[src/rtl/ssc_pkg.sv]
// rtl/ssc_pkg.sv - shared types, profile codes and width defaults for the SSC sequencer
package ssc_pkg;

  localparam int SSC_PHASE_BITS_DEF    = 16;
  localparam int SSC_AMP_BITS_DEF      = 8;
  localparam int SSC_RAMP_STEP_DEF     = 16;
  localparam int SSC_RAMP_DIV_DEF      = 4;
  localparam int SSC_CALIB_TIMEOUT_DEF = 1024;

  typedef enum logic [2:0] {
    SSC_ST_IDLE      = 3'd0,
    SSC_ST_CALIB     = 3'd1,
    SSC_ST_RAMP_UP   = 3'd2,
    SSC_ST_ACTIVE    = 3'd3,
    SSC_ST_RAMP_DOWN = 3'd4
  } ssc_seq_state_e;

  // What to do once a ramp-down reaches its target.
  typedef enum logic [1:0] {
    SSC_MODE_NORM    = 2'd0,
    SSC_MODE_DISABLE = 2'd1,
    SSC_MODE_REAPPLY = 2'd2
  } ssc_ramp_mode_e;

  localparam logic [1:0] SSC_PROF_TRI  = 2'd0;
  localparam logic [1:0] SSC_PROF_DDS  = 2'd1;
  localparam logic [1:0] SSC_PROF_CUST = 2'd2;

  function automatic logic is_ramp_state(input logic [2:0] s);
    return (s == SSC_ST_RAMP_UP) || (s == SSC_ST_RAMP_DOWN);
  endfunction

endpackage

[src/rtl/ssc_ramp_gen.sv]
// rtl/ssc_ramp_gen.sv - tick divider plus saturating up/down modulation depth register
module ssc_ramp_gen #(
  parameter int N_AMP_BITS = 8,
  parameter int RAMP_STEP  = 16,
  parameter int RAMP_DIV   = 4
) (
  input  logic                  clk_in,
  input  logic                  rst_n,
  input  logic                  start,
  input  logic                  run,
  input  logic                  up,
  input  logic                  clear,
  input  logic [N_AMP_BITS-1:0] target,
  output logic [N_AMP_BITS-1:0] depth,
  output logic                  at_target
);

  localparam int                DIV_W    = (RAMP_DIV > 1) ? $clog2(RAMP_DIV) : 1;
  localparam logic [DIV_W-1:0]  DIV_LOAD = DIV_W'(RAMP_DIV - 1);
  localparam logic [N_AMP_BITS:0] STEP   = (N_AMP_BITS + 1)'(RAMP_STEP);

  logic [DIV_W-1:0]      div_q, div_d;
  logic [N_AMP_BITS-1:0] depth_q, depth_d;
  logic [N_AMP_BITS:0]   depth_ext, tgt_ext, sum, diff;
  logic                  tick;

  always_comb begin
    depth_ext = {1'b0, depth_q};
    tgt_ext   = {1'b0, target};
    // One extra bit keeps the sum from wrapping and exposes underflow on subtract.
    sum       = depth_ext + STEP;
    diff      = depth_ext - STEP;
    tick      = run && (div_q == '0);
    div_d     = div_q;
    depth_d   = depth_q;
    if (start) begin
      div_d = DIV_LOAD;
    end else if (run) begin
      div_d = tick ? DIV_LOAD : div_q - DIV_W'(1);
    end
    if (clear) begin
      depth_d = '0;
    end else if (tick && !start) begin
      if (up) begin
        depth_d = (sum >= tgt_ext) ? target : sum[N_AMP_BITS-1:0];
      end else begin
        depth_d = ((depth_ext < STEP) || (diff <= tgt_ext)) ? target : diff[N_AMP_BITS-1:0];
      end
    end
  end

  always_ff @(posedge clk_in or negedge rst_n) begin
    if (!rst_n) begin
      div_q   <= '0;
      depth_q <= '0;
    end else begin
      div_q   <= div_d;
      depth_q <= depth_d;
    end
  end

  assign depth     = depth_q;
  assign at_target = (depth_q == target);

endmodule

[src/rtl/ssc_seq_ctrl.sv]
// rtl/ssc_seq_ctrl.sv - SSC modulator sequencing controller; optional SSC_SEQ_CALIB_TIMEOUT_EN
// Owns all modulator controls; depth changes are always ramped, profile/freq change only at depth 0.
module ssc_seq_ctrl
  import ssc_pkg::*;
#(
  parameter int N_PHASE_BITS  = SSC_PHASE_BITS_DEF,
  parameter int N_AMP_BITS    = SSC_AMP_BITS_DEF,
  parameter int RAMP_STEP     = SSC_RAMP_STEP_DEF,
  parameter int RAMP_DIV      = SSC_RAMP_DIV_DEF,
  parameter int CALIB_TIMEOUT = SSC_CALIB_TIMEOUT_DEF
) (
  input  logic                    clk_in,
  input  logic                    rst_n,
  input  logic                    cfg_valid,
  output logic                    cfg_ready,
  input  logic                    cfg_en,
  input  logic [1:0]              cfg_profile,
  input  logic [N_AMP_BITS-1:0]   cfg_depth,
  input  logic [N_PHASE_BITS-1:0] cfg_freq,
  output logic                    mod_en,
  output logic [1:0]              mod_profile,
  output logic [N_AMP_BITS-1:0]   mod_depth,
  output logic [N_PHASE_BITS-1:0] mod_freq,
  output logic                    mod_calib_req,
  input  logic                    mod_calib_done,
  output logic [2:0]              seq_state,
  output logic                    seq_busy,
  output logic                    seq_done,
  output logic                    seq_err
);

  localparam logic [2:0] ST_IDLE      = SSC_ST_IDLE;
  localparam logic [2:0] ST_CALIB     = SSC_ST_CALIB;
  localparam logic [2:0] ST_RAMP_UP   = SSC_ST_RAMP_UP;
  localparam logic [2:0] ST_ACTIVE    = SSC_ST_ACTIVE;
  localparam logic [2:0] ST_RAMP_DOWN = SSC_ST_RAMP_DOWN;

  logic [2:0]              state_q, state_d;
  ssc_ramp_mode_e          mode_q, mode_d;
  logic [N_AMP_BITS-1:0]   target_q, target_d;
  logic                    xfer, xfer_q, xfer_d;
  logic                    sh_en_q, sh_en_d;
  logic [1:0]              sh_profile_q, sh_profile_d;
  logic [N_AMP_BITS-1:0]   sh_depth_q, sh_depth_d;
  logic [N_PHASE_BITS-1:0] sh_freq_q, sh_freq_d;
  logic                    mod_en_q, mod_en_d;
  logic [1:0]              mod_profile_q, mod_profile_d;
  logic [N_PHASE_BITS-1:0] mod_freq_q, mod_freq_d;
  logic                    done_q, done_d;
  logic                    ramp_start, ramp_clear, ramp_run, ramp_up, at_target;
  logic [N_AMP_BITS-1:0]   ramp_depth;
  logic                    cal_timeout;

  // Ready drops for the one cycle the FSM spends acting on a fresh shadow.
  assign cfg_ready = ((state_q == ST_IDLE) || (state_q == ST_ACTIVE)) && !xfer_q;
  assign xfer      = cfg_valid && cfg_ready;
  assign ramp_run  = is_ramp_state(state_q);
  assign ramp_up   = (state_q == ST_RAMP_UP);

  always_comb begin
    state_d       = state_q;
    mode_d        = mode_q;
    target_d      = target_q;
    mod_en_d      = mod_en_q;
    mod_profile_d = mod_profile_q;
    mod_freq_d    = mod_freq_q;
    done_d        = 1'b0;
    ramp_clear    = 1'b0;
    xfer_d        = xfer;
    sh_en_d       = sh_en_q;
    sh_profile_d  = sh_profile_q;
    sh_depth_d    = sh_depth_q;
    sh_freq_d     = sh_freq_q;
    if (xfer) begin
      sh_en_d      = cfg_en;
      sh_profile_d = cfg_profile;
      sh_depth_d   = cfg_depth;
      sh_freq_d    = cfg_freq;
    end
    case (state_q)
      ST_IDLE: begin
        if (xfer_q && sh_en_q) state_d = ST_CALIB;
      end
      ST_CALIB: begin
        if (mod_calib_done) begin
          state_d       = ST_RAMP_UP;
          mode_d        = SSC_MODE_NORM;
          target_d      = sh_depth_q;
          mod_en_d      = 1'b1;
          mod_profile_d = sh_profile_q;
          mod_freq_d    = sh_freq_q;
          ramp_clear    = 1'b1;
        end else if (cal_timeout) begin
          state_d  = ST_IDLE;
          mod_en_d = 1'b0;
        end
      end
      ST_RAMP_UP: begin
        if (at_target) begin
          state_d = ST_ACTIVE;
          done_d  = 1'b1;
        end
      end
      ST_ACTIVE: begin
        if (xfer_q) begin
          if (!sh_en_q) begin
            state_d  = ST_RAMP_DOWN;
            target_d = '0;
            mode_d   = SSC_MODE_DISABLE;
          end else if ((sh_profile_q != mod_profile_q) || (sh_freq_q != mod_freq_q)) begin
            state_d  = ST_RAMP_DOWN;
            target_d = '0;
            mode_d   = SSC_MODE_REAPPLY;
          end else if (sh_depth_q > ramp_depth) begin
            state_d  = ST_RAMP_UP;
            target_d = sh_depth_q;
            mode_d   = SSC_MODE_NORM;
          end else if (sh_depth_q < ramp_depth) begin
            state_d  = ST_RAMP_DOWN;
            target_d = sh_depth_q;
            mode_d   = SSC_MODE_NORM;
          end else begin
            done_d = 1'b1;
          end
        end
      end
      ST_RAMP_DOWN: begin
        if (at_target) begin
          case (mode_q)
            SSC_MODE_DISABLE: begin
              state_d  = ST_IDLE;
              mod_en_d = 1'b0;
              done_d   = 1'b1;
            end
            SSC_MODE_REAPPLY: begin
              // Depth is 0 here, so swapping profile/freq cannot cause a jump.
              state_d       = ST_RAMP_UP;
              mode_d        = SSC_MODE_NORM;
              target_d      = sh_depth_q;
              mod_profile_d = sh_profile_q;
              mod_freq_d    = sh_freq_q;
            end
            default: begin
              state_d = ST_ACTIVE;
              done_d  = 1'b1;
            end
          endcase
        end
      end
      default: state_d = ST_IDLE;
    endcase
    ramp_start = is_ramp_state(state_d) && (state_d != state_q);
  end

  always_ff @(posedge clk_in or negedge rst_n) begin
    if (!rst_n) begin
      state_q       <= ST_IDLE;
      mode_q        <= SSC_MODE_NORM;
      target_q      <= '0;
      xfer_q        <= 1'b0;
      sh_en_q       <= 1'b0;
      sh_profile_q  <= '0;
      sh_depth_q    <= '0;
      sh_freq_q     <= '0;
      mod_en_q      <= 1'b0;
      mod_profile_q <= '0;
      mod_freq_q    <= '0;
      done_q        <= 1'b0;
    end else begin
      state_q       <= state_d;
      mode_q        <= mode_d;
      target_q      <= target_d;
      xfer_q        <= xfer_d;
      sh_en_q       <= sh_en_d;
      sh_profile_q  <= sh_profile_d;
      sh_depth_q    <= sh_depth_d;
      sh_freq_q     <= sh_freq_d;
      mod_en_q      <= mod_en_d;
      mod_profile_q <= mod_profile_d;
      mod_freq_q    <= mod_freq_d;
      done_q        <= done_d;
    end
  end

`ifdef SSC_SEQ_CALIB_TIMEOUT_EN
  localparam int CAL_W = $clog2(CALIB_TIMEOUT + 1);

  logic [CAL_W-1:0] cal_cnt_q, cal_cnt_d;
  logic             err_q, err_d;

  assign cal_timeout = (cal_cnt_q == CAL_W'(CALIB_TIMEOUT - 1));

  always_comb begin
    cal_cnt_d = (state_q == ST_CALIB) ? cal_cnt_q + CAL_W'(1) : '0;
    err_d     = err_q;
    if (xfer) begin
      err_d = 1'b0;
    end else if ((state_q == ST_CALIB) && !mod_calib_done && cal_timeout) begin
      err_d = 1'b1;
    end
  end

  always_ff @(posedge clk_in or negedge rst_n) begin
    if (!rst_n) begin
      cal_cnt_q <= '0;
      err_q     <= 1'b0;
    end else begin
      cal_cnt_q <= cal_cnt_d;
      err_q     <= err_d;
    end
  end

  assign seq_err = err_q;
`else
  assign cal_timeout = 1'b0;
  assign seq_err     = 1'b0;
`endif

  ssc_ramp_gen #(
    .N_AMP_BITS (N_AMP_BITS),
    .RAMP_STEP  (RAMP_STEP),
    .RAMP_DIV   (RAMP_DIV)
  ) u_ramp (
    .clk_in    (clk_in),
    .rst_n     (rst_n),
    .start     (ramp_start),
    .run       (ramp_run),
    .up        (ramp_up),
    .clear     (ramp_clear),
    .target    (target_q),
    .depth     (ramp_depth),
    .at_target (at_target)
  );

  assign mod_en        = mod_en_q;
  assign mod_profile   = mod_profile_q;
  assign mod_depth     = ramp_depth;
  assign mod_freq      = mod_freq_q;
  assign mod_calib_req = (state_q == ST_CALIB);
  assign seq_state     = state_q;
  assign seq_busy      = !((state_q == ST_IDLE) || (state_q == ST_ACTIVE));
  assign seq_done      = done_q;

endmodule

[config.mk]
export PLATFORM = sky130hd
export DESIGN_NAME = ssc_seq_ctrl
export DESIGN_NICKNAME = d
export VERILOG_FILES = /design/src/rtl/ssc_pkg.sv /design/src/rtl/ssc_ramp_gen.sv /design/src/rtl/ssc_seq_ctrl.sv
export SDC_FILE = /design/constraint.sdc
export NUM_CORES = 1
export LEC_CHECK = 0
export ABC_AREA = 1
export BUFFER_PORTS_ARGS = -buffer_cell sky130_fd_sc_hd__buf_2
export CAP_MARGIN = 30
export CORE_UTILIZATION = 40
export DETAILED_ROUTE_END_ITERATION = 8
export PLACE_DENSITY = 0.64
export SLEW_MARGIN = 20
export SYNTH_ARGS = -nofsm -noshare
export SYNTH_HDL_FRONTEND = slang
export SYNTH_SLANG_ARGS = --single-unit
[constraint.sdc]
create_clock -name clk_in -period 2.8 [get_ports clk_in]
set_input_delay 0.28 -clock clk_in [delete_from_list [all_inputs] [get_ports clk_in]]
set_output_delay 0.28 -clock clk_in [all_outputs]
set_load 0.05 [all_outputs]
# After elaboration in Yosys (flattened, before gate mapping)
# Index checks and enable logic that the tools add are counted.
classes:
  n_addsub: 3
  magnitude_cmp: 5
  eq_ne: 18
  mux: 60
  n_reduce_logical: 23
ops:
  columns: ["operator", "n"]
  rows:
  - ["2-to-1 mux 8 bit", 13]
  - ["2-to-1 mux 16 bit", 3]
  - ["one-hot mux 16 bit (2 select lines)", 1]
  - ["2-to-1 mux 2 bit", 14]
  - ["2-to-1 mux 3 bit", 9]
  - ["one-hot mux 8 bit (3 select lines)", 1]
  - ["inequality test 16 bit", 1]
  - ["one-hot mux 3 bit (5 select lines)", 1]
  - ["2-to-1 mux 1 bit", 13]
  - ["adder 8 x 5 -> 9 bit, second input constant", 1]
  - ["equality test 3 x 2 -> 1 bit, second input constant", 3]
  - [">= comparator 9 x 8 -> 1 bit", 1]
  - ["less-or-equal comparator 9 x 8 -> 1 bit", 1]
  - ["subtractor 8 x 5 -> 9 bit, second input constant", 1]
  - ["equality test 8 bit", 1]
  - ["> comparator 8 bit", 1]
  - ["less-than comparator 8 x 5 -> 1 bit, second input constant", 1]
  - ["less-than comparator 8 bit", 1]
  - ["one-hot mux 2 bit (2 select lines)", 2]
  - ["AND reduction 4 bit", 2]
  - ["equality test 3 bit, second input constant", 2]
  - ["logical AND 1 bit", 6]
  - ["inequality test 2 x 1 -> 1 bit, second input constant", 3]
  - ["one-hot mux 2 bit (3 select lines)", 1]
  - ["17 further kinds", 26]
word_totals:
  register_bits: 71
  inputBits: 31
  out_inout_bits: 35
  word_cells: 123

# Logic depth before layout (Yosys ltp)
depth:
  depth_word: 14
  ltp_mapped: 20

# By module
# From an unflattened synthesis, not the netlist that was laid out.
unflattened:
  cells_unflattened: 547
  area_unflattened_um2: 4186.5
by_module_without_submodules:
  columns: ["module", "n_inst", "cells_per_inst", "area_per_inst_um2"]
  rows:
  - ["ssc_seq_ctrl", 1, 386, 3094.2]
  - ["ssc_ramp_gen", 1, 161, 1092.3]

# Worst setup path before layout
# Ideal clock, no wire load.
synth_path:
  path_type: "register -> register"
  start: "register state_q[0], in the netlist seq_state[0]"
  end: "register sh_depth_q[0]"
  setup_ps: 131
  arrival_time_ps: 2779
  setup_slack_ps: -110
  stages_incl_launch_ff: 13
  path_buffers: 1
  cell_sequence: "dfrtp_1 > inv_2 > nor2_1 > inv_2 > nor2_2 > inv_2 > nand2_1 > inv_1 > nor2_1 > nand2_1 > clkinv_1 > clkbuf_1 > o21ai_0"
synth_via:
  elab_chain_cells: 4
synth_rtl:
  columns: ["item", "line_no", "text"]
  rows:
  - ["from (decl)", "ssc_seq_ctrl.sv:38", "logic [2:0] state_q, state_d;"]
  - ["from (signal assigned)", "ssc_seq_ctrl.sv:170", "state_q <= state_d;"]
  - ["equality test 3 x 2 -> 1 bit or zero test 3 bit (tied branches)", "ssc_seq_ctrl.sv:55", "assign cfg_ready = ((state_q == ST_IDLE) || (state_q == ST_ACTIVE)) && !xfer_q;"]
  - ["logical OR 1 bit *", "ssc_seq_ctrl.sv:55", null]
  - ["logical AND 1 bit *", "ssc_seq_ctrl.sv:55", null]
  - ["net cfg_ready", "ssc_seq_ctrl.sv:15", "output logic cfg_ready,"]
  - ["logical AND 1 bit *", "ssc_seq_ctrl.sv:56", "assign xfer = cfg_valid && cfg_ready;"]
  - ["to (signal assigned)", "ssc_seq_ctrl.sv:176", "sh_depth_q <= sh_depth_d;"]
  - ["to (decl)", "ssc_seq_ctrl.sv:44", "logic [N_AMP_BITS-1:0] sh_depth_q, sh_depth_d;"]
# Mark *: on every way through the listed nets, which the timed path passes. The rest lies on a longest branch.
# A chain may end at the register's enable or synchronous reset.

# Worst setup path in the final report
layout_path:
  start: "register u_ramp.depth_q[5], in the netlist u_ramp.depth[5]"
  end: "register u_ramp.depth_q[7], in the netlist u_ramp.depth[7]"
layout_via:
  elab_chain_cells: 13
layout_rtl:
  columns: ["item", "line_no", "text"]
  rows:
  - ["from (decl)", "ssc_ramp_gen.sv:23", "logic [N_AMP_BITS-1:0] depth_q, depth_d;"]
  - ["from (signal assigned)", "ssc_ramp_gen.sv:58", "depth_q <= depth_d;"]
  - ["less-than comparator 8 bit", "ssc_seq_ctrl.sv:118", "end else if (sh_depth_q < ramp_depth) begin"]
  - ["2-to-1 mux 3 bit", "ssc_seq_ctrl.sv:118", null]
  - ["2-to-1 mux 3 bit", "ssc_seq_ctrl.sv:114", "end else if (sh_depth_q > ramp_depth) begin"]
  - ["2-to-1 mux 3 bit", "ssc_seq_ctrl.sv:110", "end else if ((sh_profile_q != mod_profile_q) || (sh_freq_q != mod_freq_q)) begin"]
  - ["2-to-1 mux 3 bit", "ssc_seq_ctrl.sv:106", "if (!sh_en_q) begin"]
  - ["2-to-1 mux 3 bit", "ssc_seq_ctrl.sv:105", "if (xfer_q) begin"]
  - ["one-hot mux 3 bit (5 select lines)", "ssc_seq_ctrl.sv:80", "case (state_q)"]
  - ["equality test 3 x 2 -> 1 bit or equality test 3 bit (tied branches)", "ssc_pkg.sv:30", "return (s == SSC_ST_RAMP_UP) || (s == SSC_ST_RAMP_DOWN);"]
  - ["logical OR 1 bit", "ssc_pkg.sv:30", null]
  - ["logical AND 1 bit", "ssc_seq_ctrl.sv:152", "ramp_start = is_ramp_state(state_d) && (state_d != state_q);"]
  - ["zero test 1 bit", "ssc_ramp_gen.sv:43", "end else if (tick && !start) begin"]
  - ["logical AND 1 bit", "ssc_ramp_gen.sv:43", null]
  - ["nonzero test 2 bit (no line)", null, null]
# Parallel ways exist; a longest one is shown, timed or not. The select of a mux whose other input is x is not followed.

==> flow_metrics.env <==
export IMPL_grt_max_degree=72
export IMPL_routed_wl_um=9410
export IMPL_worst_slew_pin_transition_ns=0.572
export IMPL_max_slew_margin=0.616
export IMPL_place_congestion=0.886
export IMPL_avgSynthCellArea_sq_um=7.92
export IMPL_internal_power_mw=3.34
export IMPL_vdd_drop_max_mv=0.997
export IMPL_core_area_sq_um=9910
export IMPL_via_per_inst=4.88
export IMPL_post_synth_inst_count=524
export IMPL_clock_path_buffers=2
export IMPL_clkPwrFrac=0.138
export IMPL_cts_buffers=9
export IMPL_dp_slack_ns=0.117
export IMPL_postRouteAntennaNets=0
export IMPL_seq_area_frac_synth=0.428
export IMPL_total_power_mw=6.86
export IMPL_cts_tree="done"
export IMPL_cp_start_kind="flop"
export IMPL_initial_utilization=0.419
export IMPL_fin_util=0.496
export IMPL_cp_arrival_ns=2.80
export IMPL_fin_tns_setup_ns=0
export IMPL_post_cts_buffers=0
export IMPL_dp_hpwl_um=7010
export IMPL_cts_sinks=71
export IMPL_ys_ff_latch=71
export IMPL_synth_cell_types=41
export IMPL_synth_adder_area_share=0.0723
export IMPL_die_h_um=104
export IMPL_slew_violations=0
export IMPL_cp_end_kind="flop"
export IMPL_comb_power_share=0.583
export IMPL_areaGrowthSynthToFinish_pct=18.4
export IMPL_status="finished, final reports clean"
export IMPL_postPlaceCellArea_sq_um=4650
export IMPL_synth_nets=579
export IMPL_muxShareOfSynthArea=0.0298
export IMPL_final_nets=649
export IMPL_drc=0
export IMPL_drive_above_1_share=0.220
export IMPL_gr_usage_all_layers=0.185
export IMPL_boundaryPins=66
export IMPL_p_seq_frac=0.279
export IMPL_clock_latency_ns=0.35
export IMPL_top_usage_layer="met2"
export IMPL_cts_root_buf="clkbuf_8"
export IMPL_drtPass1Iterations=4
export IMPL_power_leakage_nw=2.61
export IMPL_synth_area_sq_um=4150
export IMPL_antenna_found_initial=0
export IMPL_fin_cells=732
export IMPL_num_vias=3569
export IMPL_holdWs_ns=0.119
export IMPL_p_sw_mw=3.52
export IMPL_io_buffers=64
export IMPL_cts_htree_levels=3
export IMPL_hold_violations=0
export IMPL_grt_use_met3=0.0388
export IMPL_met2_usage=0.314
export IMPL_synth_xor_area_share=0.0295
export IMPL_setup_ws_ns=0.235
export IMPL_clk_pin_slew_worst_paths_ns=0.09
export IMPL_clock_skew_ns=0.0147
export IMPL_rsz0062_at_grt="false"
export IMPL_worstPathRequired_ns=3.04
export IMPL_layout_commonest_cell="nand2_1"
export IMPL_crit_fanout=6
export IMPL_gr_total_overflow=0
export IMPL_hold_class="in2reg"
export IMPL_setup_viol=0
export IMPL_yosysWarnings=0
export IMPL_yosys_area_share_simple=0.263
export IMPL_synth_compound_area_frac=0.0955
export IMPL_most_common_layout_cells="nand2_1, dfrtp_1, buf_2, inv_1, o21ai_0"
export IMPL_num_fill_cells=993
export IMPL_rows=36
export IMPL_wl_per_cell_um=12.9
export IMPL_dr_first_iter_drc_count=216
export IMPL_powerDensity_nw_per_um2=1400
export IMPL_fin_crit_sh=0.916
export IMPL_drv_cap=0
export IMPL_timing_fmax_mhz=390
export IMPL_dpl_cell_count=714
export IMPL_min_period_ns=2.56
export IMPL_path_class="reg2reg"
export IMPL_die_area_sq_um=10800
export IMPL_switching_share=0.512
export IMPL_final_area_sq_um=4920
export IMPL_die_width_um=104
export IMPL_grt_pass1_vias=3488
export IMPL_grt_first_pass_wirelength_um=16200
export IMPL_grtUsageMet1=0.238
export IMPL_diodes=0
export IMPL_synth_top_family_by_area="simple AND/OR/NAND/NOR gates"
==> cell families (layout without fill, tap and decap cells) <==
family                     count (synthesis)  count (layout)
buffers and inverters                     85             160
AOI/OAI and AO/OA                         69              69
adders and majority gates                 24              24
xor gates and xnor gates                  14              14
muxes                                     11              11
and+or+nand+nor                          249             249
other                                      1               1
DFF                                       71              71
==> cell usage after synthesis (all sizes together) <==
library cell | instances | area, sq um
nand2 | 178 | 733
dfrtp | 71 | 1780
inv | 71 | 267
o21ai | 36 | 188
nor2 | 31 | 139
nand3 | 25 | 130
ha | 24 | 300
a21oi | 18 | 101
mux2 | 11 | 124
buf | 8 | 47.5
xor2 | 8 | 70.1
nor3 | 6 | 30.0
xnor2 | 6 | 52.6
clkbuf | 5 | 18.8
nand4 | 4 | 25.0
o22ai | 4 | 25.0
o211ai | 3 | 22.5
a31oi | 2 | 12.5
nand3b | 2 | 15.0
o21bai | 2 | 15.0
a311oi | 1 | 8.76
and3 | 1 | 6.26
clkinv | 1 | 3.75
conb | 1 | 3.75
nor4 | 1 | 6.26
o21a | 1 | 7.51
o221ai | 1 | 8.76
o31ai | 1 | 7.51
or2 | 1 | 6.26
==> repair_timing <==
| action | in CTS | in global routing |
|---|---|---|
| hold buffers | 1 | 0 |
| gates resized for setup | 0 | 6 |
| setup endpoints to repair | 0 | 7 |
| hold endpoints to repair | 71 | 0 |
==> power by group through the flow <==
| stage | Sequential (mW) | Clock [mW] | Combinational, mW |
|---|---|---|---|
| global placement | 1.91 | 0 | 3.89 |
| detailed placement | 1.93 | 0 | 3.98 |
| CTS | 1.91 | 0.960 | 3.99 |
| floorplan | 2.50 | 0 | 2.42 |
| finish | 1.91 | 0.945 | 4.00 |
| global route | 1.98 | 1.01 | 4.50 |
==> worst paths after layout <==
kind | startpoint | endpoint | slack (ns) | cells past startpoint
worst max register to register | u_ramp.depth[5] | u_ramp.depth[7] | 0.24 | 14
worst min-delay path | cfg_depth[2] | sh_depth_q[2] | 0.12 | 3
worst max-delay path | u_ramp.depth[5] | u_ramp.depth[7] | 0.24 | 14
worst min register to register | mod_en | mod_en | 0.51 | 2
max in group asynchronous | rst_n | u_ramp.div_q[1] | 1.99 | 3
min in group asynchronous | rst_n | target_q[3] | 0.46 | 3
==> critical path: stages, from the launching register on <==
cell	delay (ns)
dfrtp_2	0.45
inv_2	0.11
ha_2	0.23
xor2_2	0.17
ha_1	0.26
a21oi_1	0.16
o21ai_1	0.08
a21oi_1	0.12
nand2_1	0.06
and3_1	0.22
nand2_2	0.13
o21ai_1	0.13
or2_1	0.24
nand3b_1	0.08
nand2_1	0.05
==> metal layers <==
layer	routed length (um)	vias up
li1	-	1813
met1	4330	1670
met2	4510	75
met3	461	11
met4	111	0
met5	0	-
==> final cells by class <==
| type | instances | area [sq um] | area share |
|---|---|---|---|
| clock buffer | 11 | 151 | 0.0308 |
| clock inverter | 5 | 80.1 | 0.0163 |
| inverter | 72 | 273 | 0.0555 |
| multi-input combinational | 368 | 2050 | 0.417 |
| sequential | 71 | 1780 | 0.362 |
| tap | 133 | 166 | 0.0339 |
| timing repair buffer | 72 | 415 | 0.0845 |
==> flip-flops by register name, indices dropped and copies added (netlist names) <==
name,flops
mod_en,1
sh_en_q,1
seq_state,3
xfer_q,1
sh_profile_q,2
seq_done,1
mod_profile,2
sh_freq_q,16
target_q,8
sh_depth_q,8
u_ramp.depth,8
mod_freq,16
mode_q,2
u_ramp.div_q,2
(Power assumes the default switching activity.)
